<file path="src/rtl/framebuffer_writer.sv">
// rtl/framebuffer_writer.sv - write port of the VGA pixel framebuffer
//
// Purpose: accepts single-pixel writes and whole-screen fills over a
// valid/ready handshake and drives one framebuffer write port. Off-screen
// single writes are dropped and counted.
//
// Ports:
//   clock, reset        rising-edge clock, asynchronous active-low reset
//   req_valid/req_ready request handshake
//   req_x, req_y        pixel coordinates (ignored for fills)
//   req_color           pixel value
//   req_fill            1 = fill the whole screen with req_color
//   busy                fill in progress
//   dropped_count       saturating count of off-screen single writes
//   mem_we/addr/data    framebuffer write port
module framebuffer_writer #(
  parameter int unsigned ColorBits = 3,
  parameter int unsigned screenX   = 320,
  parameter int unsigned screenY   = 240,
  parameter int unsigned AddrBits  = 17
) (
  input  logic                 clock,
  input  logic                 reset,
  input  logic                 req_valid,
  output logic                 req_ready,
  input  logic [8:0]           req_x,
  input  logic [7:0]           req_y,
  input  logic [ColorBits-1:0] req_color,
  input  logic                 req_fill,
  output logic                 busy,
  output logic [7:0]           dropped_count,
  output logic                 mem_we,
  output logic [AddrBits-1:0]  mem_addr,
  output logic [ColorBits-1:0] mem_data
);

  typedef enum logic {IDLE = 1'b0, FILL = 1'b1} state_t;

  localparam logic [AddrBits-1:0] LastAddr = AddrBits'(screenX * screenY - 1);
  localparam logic [AddrBits-1:0] RowPitch = AddrBits'(screenX);

  state_t                 state, state_n;
  logic                   ready_n, busy_n, we_n;
  logic [AddrBits-1:0]    addr_n;
  logic [ColorBits-1:0]   data_n;
  logic [7:0]             drop_n;
  logic                   accept, on_screen;
  logic [AddrBits-1:0]    pix_addr;

  assign accept    = req_valid && req_ready;
  assign on_screen = (32'(req_x) < screenX) && (32'(req_y) < screenY);
  assign pix_addr  = AddrBits'(req_y) * RowPitch + AddrBits'(req_x);

  // During a fill mem_addr itself is the fill counter; the fill ends once the
  // last address has been presented for one cycle.
  always_comb begin
    state_n = state;
    we_n    = 1'b0;
    addr_n  = mem_addr;
    data_n  = mem_data;
    drop_n  = dropped_count;
    case (state)
      IDLE: begin
        if (accept) begin
          if (req_fill) begin
            state_n = FILL;
            we_n    = 1'b1;
            addr_n  = '0;
            data_n  = req_color;
          end else if (on_screen) begin
            we_n   = 1'b1;
            addr_n = pix_addr;
            data_n = req_color;
          end else if (dropped_count != 8'hFF) begin
            drop_n = dropped_count + 8'd1;
          end
        end
      end
      FILL: begin
        if (mem_addr == LastAddr) begin
          state_n = IDLE;
        end else begin
          we_n   = 1'b1;
          addr_n = mem_addr + AddrBits'(1);
        end
      end
    endcase
    // Registered handshake outputs track the state being entered so that
    // ready drops the cycle after a fill is accepted and rises right after it.
    ready_n = (state_n == IDLE);
    busy_n  = (state_n == FILL);
  end

  always_ff @(posedge clock or negedge reset) begin
    if (!reset) begin
      state         <= IDLE;
      req_ready     <= 1'b0;
      busy          <= 1'b0;
      mem_we        <= 1'b0;
      mem_addr      <= '0;
      mem_data      <= '0;
      dropped_count <= '0;
    end else begin
      state         <= state_n;
      req_ready     <= ready_n;
      busy          <= busy_n;
      mem_we        <= we_n;
      mem_addr      <= addr_n;
      mem_data      <= data_n;
      dropped_count <= drop_n;
    end
  end

endmodule
</file>
<file path="config.mk">
export PLATFORM = sky130hd
export DESIGN_NAME = framebuffer_writer
export DESIGN_NICKNAME = d
export VERILOG_FILES = /design/src/rtl/framebuffer_writer.sv
export SDC_FILE = /design/constraint.sdc
export NUM_CORES = 1
export LEC_CHECK = 0
export ABC_CLOCK_PERIOD_IN_PS = 2600
export CAP_MARGIN = 15
export CORE_MARGIN = 5
export CORE_UTILIZATION = 52
export CTS_BUF_LIST = sky130_fd_sc_hd__clkbuf_8
export CTS_CLUSTER_DIAMETER = 120
export CTS_CLUSTER_SIZE = 25
export DETAILED_ROUTE_END_ITERATION = 7
export PLACE_DENSITY_LB_ADDON = 0.05
export SYNTH_ARGS = -nofsm -noshare
export SYNTH_HDL_FRONTEND = slang
export SYNTH_SLANG_ARGS = --single-unit
</file>
<file path="constraint.sdc">
create_clock -name clock -period 2.6 [get_ports clock]
set_input_delay 0.26 -clock clock [delete_from_list [all_inputs] [get_ports clock]]
set_output_delay 0.26 -clock clock [all_outputs]
set_load 0.03 [all_outputs]
</file>
# ---- Yosys cells after proc, flatten, opt, wreduce, memory -nomap -nowiden
# Cells that the tools add are included.
dict set report word_totals {
  reg_bits 31
  inputBits 24
  output_inout_bits 31
  elab_cells 42
}
dict set report op_classes {
  n_addsub 3
  multipliers 1
  magnitude_cmp 2
  eq_ne 5
  mux 15
  bitwise_logic 4
  n_reduce_logical 6
}
# op n
set op_table {}
lappend op_table {{17-bit two-way mux} 4}
lappend op_table {{17-bit case mux with 2 select lines} 1}
lappend op_table {{17-bit by 1-bit adder with 17-bit output (second input constant)} 1}
lappend op_table {{17-bit by 9-bit adder with 17-bit output} 1}
lappend op_table {{17-bit == test (second input constant)} 1}
lappend op_table {{8-bit by 3-bit multiplier with 11-bit output (second input constant)} 1}
lappend op_table {{9-bit < comparator (second input constant)} 1}
lappend op_table {{8-bit by 1-bit adder with 8-bit output (second input constant)} 1}
lappend op_table {{8-bit < comparator (second input constant)} 1}
lappend op_table {{8-bit inequality test (second input constant)} 1}
lappend op_table {{1-bit two-way mux} 6}
lappend op_table {{3-bit two-way mux} 2}
lappend op_table {{3-bit AND reduction} 2}
lappend op_table {{5-bit AND reduction} 1}
lappend op_table {{2-bit inequality test (second input constant)} 2}
lappend op_table {{1-bit NOT} 4}
lappend op_table {{1-bit case mux with 2 select lines} 2}
lappend op_table {{3-bit inequality test (second input constant)} 1}
lappend op_table {{1-bit logical AND} 2}
lappend op_table {{2-bit nonzero test} 1}

# ---- Longest topological paths before layout
# Gate-level depths: netlist (run 1).
dict set report depth {
  ltp_word 6
  depth_mapped 9
  ltp_nobuf 9
}

# ---- Least setup slack after synthesis (run 1)
# OpenSTA, ideal clock, no wires.
dict set report synth_timing {
  path_type {input-to-reg}
  start {in req_y[1]}
  end {reg mem_addr[15]}
  setup_time_ns 0.120
  arrival_time_ns 2.373
  t_required_ns 2.480
  path_slack_ns 0.107
  cell_stages 9
  path_buffers 0
  path_cell_list {ha_1 > ha_1 > fa_1 > xor2_1 > nand3_1 > or4_4 > a21oi_2 > xnor2_1 > a31o_1}
}
dict set report synth_via {
  elab_chain_len 6
  elab_cells_between_ends 10
  cone_classes {add/sub (1); mul (1); order compare (1); eq/ne (1); mux (4); reduce/logical (2)}
}
# element line
set synth_lines {}
lappend synth_lines {{start, declared} 27} ;# input logic [7:0] req_y,
lappend synth_lines {{8-bit by 3-bit multiplier with 11-bit output} 52} ;# assign pix_addr = AddrBits'(req_y) * RowPitch + AddrBits'(req_x);
lappend synth_lines {{17-bit by 9-bit adder with 17-bit output} 52}
lappend synth_lines {{17-bit two-way mux} 70} ;# end else if (on_screen) begin
lappend synth_lines {{17-bit two-way mux} 65} ;# if (req_fill) begin
lappend synth_lines {{17-bit two-way mux} 64} ;# if (accept) begin
lappend synth_lines {{17-bit case mux with 2 select lines} 62} ;# case (state)
lappend synth_lines {{end signal, assigned} 108} ;# mem_addr <= addr_n;
lappend synth_lines {{end, declared} 33} ;# output logic [AddrBits-1:0] mem_addr,
# Several ways; a longest one is shown, not always the timed one. The select of a mux whose other input is x is not followed.
# A chain may end at the register's enable or synchronous reset.

# ---- Worst setup path in the final report (run 1)
dict set report layout_timing {
  start {in req_y[5]}
  end {reg mem_addr[15]}
}
# The elaborated chain is that of the path after synthesis.

==> metrics.md, run 1 <==
| Metric | Value |
|---|---|
| Synth top area share | 32.9% |
| Final setup viols | 0 |
| EDFF count, synth | 0 |
| Skew-Pair Late Insertion Delay | 0.28 ns |
| Tightest Hold Check Type | in -> async |
| # IOs | 55 |
| # port buffers | 54 |
| Syn_nets | 308 |
| Peak VDD IR | 0.416 mV |
| DIE AREA | ~6000 um^2 |
| Fmax | 396 MHz |
| Total clock sinks | 31 |
| Initial Utilization | between 50 and 60% |
| DRC | 0 |
| Crit path time final | roughly 2.5 ns |
| Crit start category | input port |
| Max Slew Vio Count | 0 |
| Via count | 2411 |
| Wire per inst | 16.3 um |
| Fin nets | roughly 390 |
| Total wire length | 6540 um |
| Worst Reg-to-Reg Cells | 7 |
| CTS H-tree lvls | 2 |
| Pre-CTS WS | -0.488 ns |
| Ys async rst share | 100% |
| Remaining global-route overflow | 0 |
| Initial antenna violation count | 0 |
| Root Buffer | clkbuf_8 |
| Req. time, crit path | 2.77 ns |
| Top delay family on crit path | simple AND/OR/NAND/NOR gates |
| Synth cell types | 58 |
| Layout cell share with drive strength beyond 1 | 21.7% |
| Layout Skew | 0.00456 ns |
| Ys Warns | 0 |
| Most frequent CP cell | ha_4 |
| Total track usage | around 21% |
| Worst EP arrival | 2.69 ns |
| Clk slew on worst S/H paths | roughly 0.060 ns |
| Area contributors post-synth | dfrtp_1 33%, ha_1 9.0%, a21oi_1 4.9%, nand4_1 3.7%, xnor2_1 3.7% |
| CTS tree | yes |
| Worst r2r src | mem_addr[0]$_DFFE_PN0P_ |
| Worst R2R Setup Slack | around 0.37 ns |
| Power per cell area | 662 nW/um^2 |
| Number of synthesized register bits | 31 |
| Largest net degree at the start of global routing | 32 |
| Lkg Pwr | 1.46 nW |
| Finished Layout Cells | 402 |
| Seq/Total Area, Yosys | 32.9% |
| Hold Vio Cnt, Final | 0 |
| Pwr Total | 2.25 mW |
| CP startpoint | req_y[5] |
| R2R Path End | mem_addr[5]$_DFFE_PN0P_ |
| Status | completed |
| Core area | around 4400 um^2 |
| # diodes | 0 |
| Post-Syn Area | 2360 um^2 |
| CTS Buf Count | 5 |
| Final period util | a little over nine tenths |
| Gpl congestion | 0.878 |
| Vias in the first global route | 2326 |
| WP buf/inv | 1 |
| Fin worst setup slack | 0.0750 ns |
| Crit path capture | mem_addr[15]$_DFFE_PN0P_ |
| Ys flop type | dfrtp_1 |
| CP Max Fanout | 5 |
| First-pass GRT wire length | 10700 um |
| Std cell rows | 24 |
| Cells after Synth | 265 |
| Die Y | around 77 um |
| Dpl hpwl | 4610 um |
| Slowest CP cell | clkdlybuf4s50_1 |
| Mean Syn Cell Area | 8.89 um^2 |
| DR iter-0 viols | 318 |
| Crit end category | register |
| Die width | 77.3 um |
| Hold Buf Count CTS | 0 |
| Max stage delay on crit path | 0.57 ns |
| Largest area contributor in the netlist | dfrtp_1 |
| # fillers | 325 |
| Worst-Margin Slew | 0.604 ns |
| Routed Antenna Nets | 0 |
| CP cell instances | clkdlybuf4s50_1 -> ha_4 -> ha_4 -> nand3_1 -> and3b_1 -> or4_4 -> a21oi_2 -> xnor2_1 -> a31o_1 |
| Avg Vias per Cell | 6.00 |
| Synth-to-layout area growth | 44.3% |
| Critical setup path kind | in -> reg |
| WP depth | 9 |
| Cell count after placement | 392 |
| Pre-Repair DR Iteration Count | 4 |
| Max-slew headroom | 59.4% |
| Max-cap violations | 0 |
| Worst-case clock buffer depth | 2 |
-- metal layers --
layer	wire length, um	GRT usage [%]	up-vias
met4	86	6.01	0
li1	-	-	1173
met2	3080	33.3	95
met1	2810	28.8	1131
met5	0	0	-
met3	565	6.67	12
-- cells by family after synthesis --
kind of cell	count (synthesis)	synth area share (%)
AOI/OAI and AO/OA	85	24.3
xor gates and xnor gates	16	5.95
adders and majority gates	19	10.7
buffers and inverters	18	3.66
DFF	31	32.9
muxes	5	2.23
and+or+nand+nor	91	20.2
-- power breakdown --
group          leakage (nW)  internal [mW]  total [mW]  switching (mW)
registers             0.368          0.585       0.780           0.195
logic                  1.05          0.545        1.13           0.585
clock network        0.0413          0.174       0.340           0.166
-- cell type report --
type / count / area (um^2) / share of cell area [%]
multi-input combinational: 216 / 1650 / 48.5
tap: 52 / 65.1 / 1.91
inverter: 8 / 30.0 / 0.883
sequential: 31 / 776 / 22.8
clock inverter: 1 / 3.75 / 0.110
clock buffer: 5 / 68.8 / 2.02
timing repair buffer: 89 / 806 / 23.7
-- worst register-to-register path, cell delays in order (launching register included) --
cell and delay (ns):
dfrtp_1 0.40, ha_1 0.23, nand2_1 0.19, o41ai_2 0.44, and2_4 0.30, inv_2 0.17
a21o_1 0.20, a211oi_1 0.21
-- cell usage after synthesis (all sizes together) (2+ instances only) --
master    n
o41ai     3
mux2      2
dfrtp    31
o31ai     2
o21ai    15
nand3     8
inv       7
a211oi    8
and3      4
mux2i     3
clkbuf    4
o21bai    2
and2      2
a2111oi   2
a21oi    24
nor3b     2
o21a      3
fa        2
nand2    22
nor3      4
nor4      2
nand2b    3
nand4    14
or4       2
buf       6
nor2     20
a221oi    3
ha       17
a311oi    3
a31o      4
a31oi     6
a21o      5
or2       3
xnor2    10
xor2      6
-- how the worst min path moves through the flow --
| stage | slack (ns) | endpoint | startpoint | cells past startpoint |
|---|---|---|---|---|
| after floorplan | -0.04 | dropped_count[0]$_DFFE_PN0P_ | reset | 0 |
| after global placement | 0.46 | mem_data[1]$_DFFE_PN0P_ | mem_data[1]$_DFFE_PN0P_ | 2 |
| after detailed placement | 0.46 | mem_data[1]$_DFFE_PN0P_ | mem_data[1]$_DFFE_PN0P_ | 2 |
| after CTS | 0.40 | mem_addr[4]$_DFFE_PN0P_ | reset | 2 |
| after global routing | 0.45 | mem_addr[3]$_DFFE_PN0P_ | reset | 2 |
| final | 0.38 | mem_addr[10]$_DFFE_PN0P_ | reset | 2 |
-- state kept, by name (all words and copies together), names as in the netlist --
register       count
state              1
req_ready          1
mem_we             1
dropped_count      8
mem_data           3
mem_addr          17
-- timing repair --
item	CTS	global route
buffers inserted	2	2
setup endpoints to repair	4	4
pin swaps	7	4
gates resized for setup	13	16
-- layout by cell type (no fill, tap or decap), types with 4 or more instances in the layout --
master,instances
and3_1,4
inv_1,7
a21oi_1,21
a31oi_1,6
nand3_1,6
xnor2_1,9
buf_4,35
a211oi_1,7
o21ai_0,14
dfrtp_1,31
xor2_1,5
clkdlybuf4s50_1,50
nor2_1,20
a21o_1,4
nand4_1,14
clkbuf_8,5
ha_1,11
ha_4,4
nand2_1,22
-- through the flow --
step	hold WS [ns]	setup TNS, ns	instance area, um^2	utilization (%)
6_report	0.380	0	3400	77.5
3_3_place_gp	0.459	-1.58	3140	71.6
5_1_grt	0.446	-0.0154	3400	77.5
4_1_cts	0.397	0	3260	74.5
3_5_place_dp	0.464	-1.93	3140	71.6
2_1_floorplan	-0.0356	0	2360	-
Power figures use the tool's default switching activity.
==> run 2, diff against run 1 <==
--- a/config.mk
+++ b/config.mk
@@ -13,7 +13,7 @@
 export CTS_CLUSTER_DIAMETER = 120
 export CTS_CLUSTER_SIZE = 25
 export DETAILED_ROUTE_END_ITERATION = 7
-export PLACE_DENSITY_LB_ADDON = 0.05
+export PLACE_DENSITY = 0.83
 export SYNTH_ARGS = -nofsm -noshare
 export SYNTH_HDL_FRONTEND = slang
 export SYNTH_SLANG_ARGS = --single-unit
==> run 2 against run 1 <==
Effect of this change: combinational power hardly changed; sequential share of layout area is 0.36 points higher; highest routed layer unchanged; power decreased by 0.64%; critical path depth is the same; clock power shrank 1%; clock skew increased by 0.0027 ns; final area decreased by 1.5%; wire length grew 1.5%; final cell count is 1.5% lower; largest power group unchanged; die area unchanged.
==> metrics.md, run 2 (same netlist as run 1, synthesis figures left out) <==
| Metric | Value |
|---|---|
| Max Slew Vio Count | 0 (unchanged) |
| Clk slew on worst S/H paths | 0.06 ns (about the same) |
| Std cell rows | 24 (unchanged) |
| Layout cell share with drive strength beyond 1 | 19.8% (was 21.7%) |
| DP Area | 3120 um^2 (was 3140 um^2) |
| Finished Layout Cells | 396 (was 402) |
| Initial Utilization | 53.7% (unchanged) |
| Critical setup path kind | in -> reg (unchanged) |
| Commonest non-fill, non-tap cell in the layout | clkdlybuf4s50_1 (unchanged) |
| CP Max Fanout | 6 (was 5) |
| Hold Buf Count CTS | 0 (unchanged) |
| Die width | 77.3 um (unchanged) |
| Peak VDD IR | 0.370 mV (was 0.416 mV) |
| Fmax | 398 MHz (was 396 MHz) |
| Util after Layout | 76.3% (was 77.5%) |
| Worst EP arrival | 2.68 ns (was 2.69 ns) |
| Vias in the first global route | 2308 (was 2326) |
| # port buffers | 54 (unchanged) |
| Design area | 3350 um^2 (was 3400 um^2) |
| Lkg Pwr | 1.44 nW (was 1.46 nW) |
| Max-cap violations | 0 (unchanged) |
| Worst-case clock buffer depth | 2 (unchanged) |
| First-pass GRT wire length | 10300 um (was 10700 um) |
| CTS H-tree lvls | 2 (unchanged) |
| DR iter-0 viols | 196 (was 318) |
| Root Buffer | clkbuf_8 (unchanged) |
| Power per cell area | 668 nW/um^2 (was 662 nW/um^2) |
| Crit end category | register (unchanged) |
| Fin nets | 388 (was 394) |
| Crit path time final | 2.51 ns (was 2.53 ns) |
| Routed Antenna Nets | 0 (unchanged) |
| Gpl congestion | 0.892 (was 0.878) |
| Max reg flops | 17 (unchanged) |
| CTS Buf Count | 5 (unchanged) |
| DIE AREA | 5980 um^2 (unchanged) |
| Dpl hpwl | 4700 um (was 4610 um) |
| Die Y | 77.3 um (unchanged) |
| Max-slew headroom | 57.2% (was 59.4%) |
| Most frequent cells in the layout | 49 x clkdlybuf4s50_1, 31 x dfrtp_1, 29 x buf_4 (was 50 x clkdlybuf4s50_1, 35 x buf_4, 31 x dfrtp_1) |
| Synth-to-layout area growth | 42.1% (was 44.3%) |
| # fillers | 320 (was 325) |
| Cell count after placement | 389 (was 392) |
| Top reg by flops | mem_addr (unchanged) |
| Remaining global-route overflow | 0 (unchanged) |
| Largest net degree at the start of global routing | 32 (unchanged) |
| Skew-Pair Late Insertion Delay | 0.28 ns (about the same) |
| # diodes | 0 (unchanged) |
| Wire per inst | 16.7 um (was 16.3 um) |
| Unrepaired setup endpoints after global routing | false |
| Total wire length | 6630 um (was 6540 um) |
| Avg Vias per Cell | 6.11 (was 6.00) |
| Final setup viols | 0 (unchanged) |
| Total track usage | 20.5% (was 21.5%) |
| Initial antenna violation count | 0 (unchanged) |
| Multi-input logic area | 1640 um^2 (was 1650 um^2) |
| Status | completed (unchanged) |
| Tightest Hold Check Type | in -> async (unchanged) |
| Pre-Repair DR Iteration Count | 4 (unchanged) |
| Req. time, crit path | 2.76 ns (was 2.77 ns) |
| Hold Vio Cnt, Final | 0 (unchanged) |
| CTS tree | yes (unchanged) |
| Core area | 4380 um^2 (unchanged) |
| Final period util | 96.6% (was 97.1%) |
| Layout Skew | 0.00726 ns (was 0.00456 ns) |
| Top Registers | mem_addr x17, dropped_count x8, mem_data x3 (unchanged) |
| Via count | 2420 (was 2411) |
| Worst-Margin Slew | 0.637 ns (was 0.604 ns) |
| # IOs | 55 (unchanged) |
| Total clock sinks | 31 (unchanged) |
| Flip-flop and latch area | 776 um^2 (unchanged) |
| Crit start category | input port (unchanged) |
| DRC | 0 (unchanged) |
run 2: cell count changes in the layout (fill, tap and decap cells not counted), sizes merged:
cell	change
clkdlybuf4s50	-1
buf	-6
dlymetal6s2s	+1
run 2: path summary, 6_finish.rpt:
path	from	endpoint	slack, ns	cells past startpoint
min in group clock	mem_data[1]$_DFFE_PN0P_	mem_data[1]$_DFFE_PN0P_	0.49	2
min	reset	mem_addr[12]$_DFFE_PN0P_	0.37	2
max in group asynchronous	reset	req_ready$_DFF_PN0_	1.95	2
max reg2reg	mem_addr[0]$_DFFE_PN0P_	mem_addr[5]$_DFFE_PN0P_	0.34	7
min reg2reg	mem_data[1]$_DFFE_PN0P_	mem_data[1]$_DFFE_PN0P_	0.49	2
max	req_y[5]	mem_addr[15]$_DFFE_PN0P_	0.09	9
run 2: routing by layer:
layer	global-route usage, %	vias to the layer above	share of wire, %
li1	-	1155	-
met1	27.0	1145	43
met2	34.2	106	47
met3	4.80	14	8.0
met4	4.81	0	1.6
met5	0	-	0
run 2: layout make-up:
class,count,share of cell area [%]
clock inverter,1,0.112
tap,52,1.94
timing repair buffer,83,22.8
multi-input combinational,216,49.0
inverter,8,0.897
sequential,31,23.2
clock buffer,5,2.06
run 2: power by group:
part | switching (mW) | internal [mW] | leakage [nW]
Sequential | 0.196 | 0.585 | 0.368
Combinational | 0.588 | 0.531 | 1.03
Clock | 0.161 | 0.174 | 0.0413
Total | 0.946 | 1.29 | 1.44
run 2: timing repair:
item / 4_1_cts / 5_1_grt
hold endpoints to repair: 0 / 0
setup endpoints to repair: 4 / 4
gates resized for setup: 14 / 15
pin swaps: 4 / 9
buffers inserted: 0 / 1
run 2: through the flow:
stage          setup TNS [ns]  worst slack [ns]  hold WS [ns]  power (mW)
2_1_floorplan               0             0.107       -0.0356        1.40
3_3_place_gp            -1.61            -0.397         0.465        1.79
3_5_place_dp            -2.15            -0.481         0.470        1.82
4_1_cts                     0          0.000172         0.393        2.18
5_1_grt                     0            0.0190         0.417        2.35
6_report                    0            0.0886         0.367        2.24
run 2: worst max-delay path, cell delays in order:
cell and delay (ns):
clkdlybuf4s50_1 0.43, ha_1 0.33, ha_4 0.29, a21oi_2 0.24, a21boi_4 0.13, or4_4 0.59
a21oi_2 0.14, xnor2_1 0.08, a31o_1 0.18
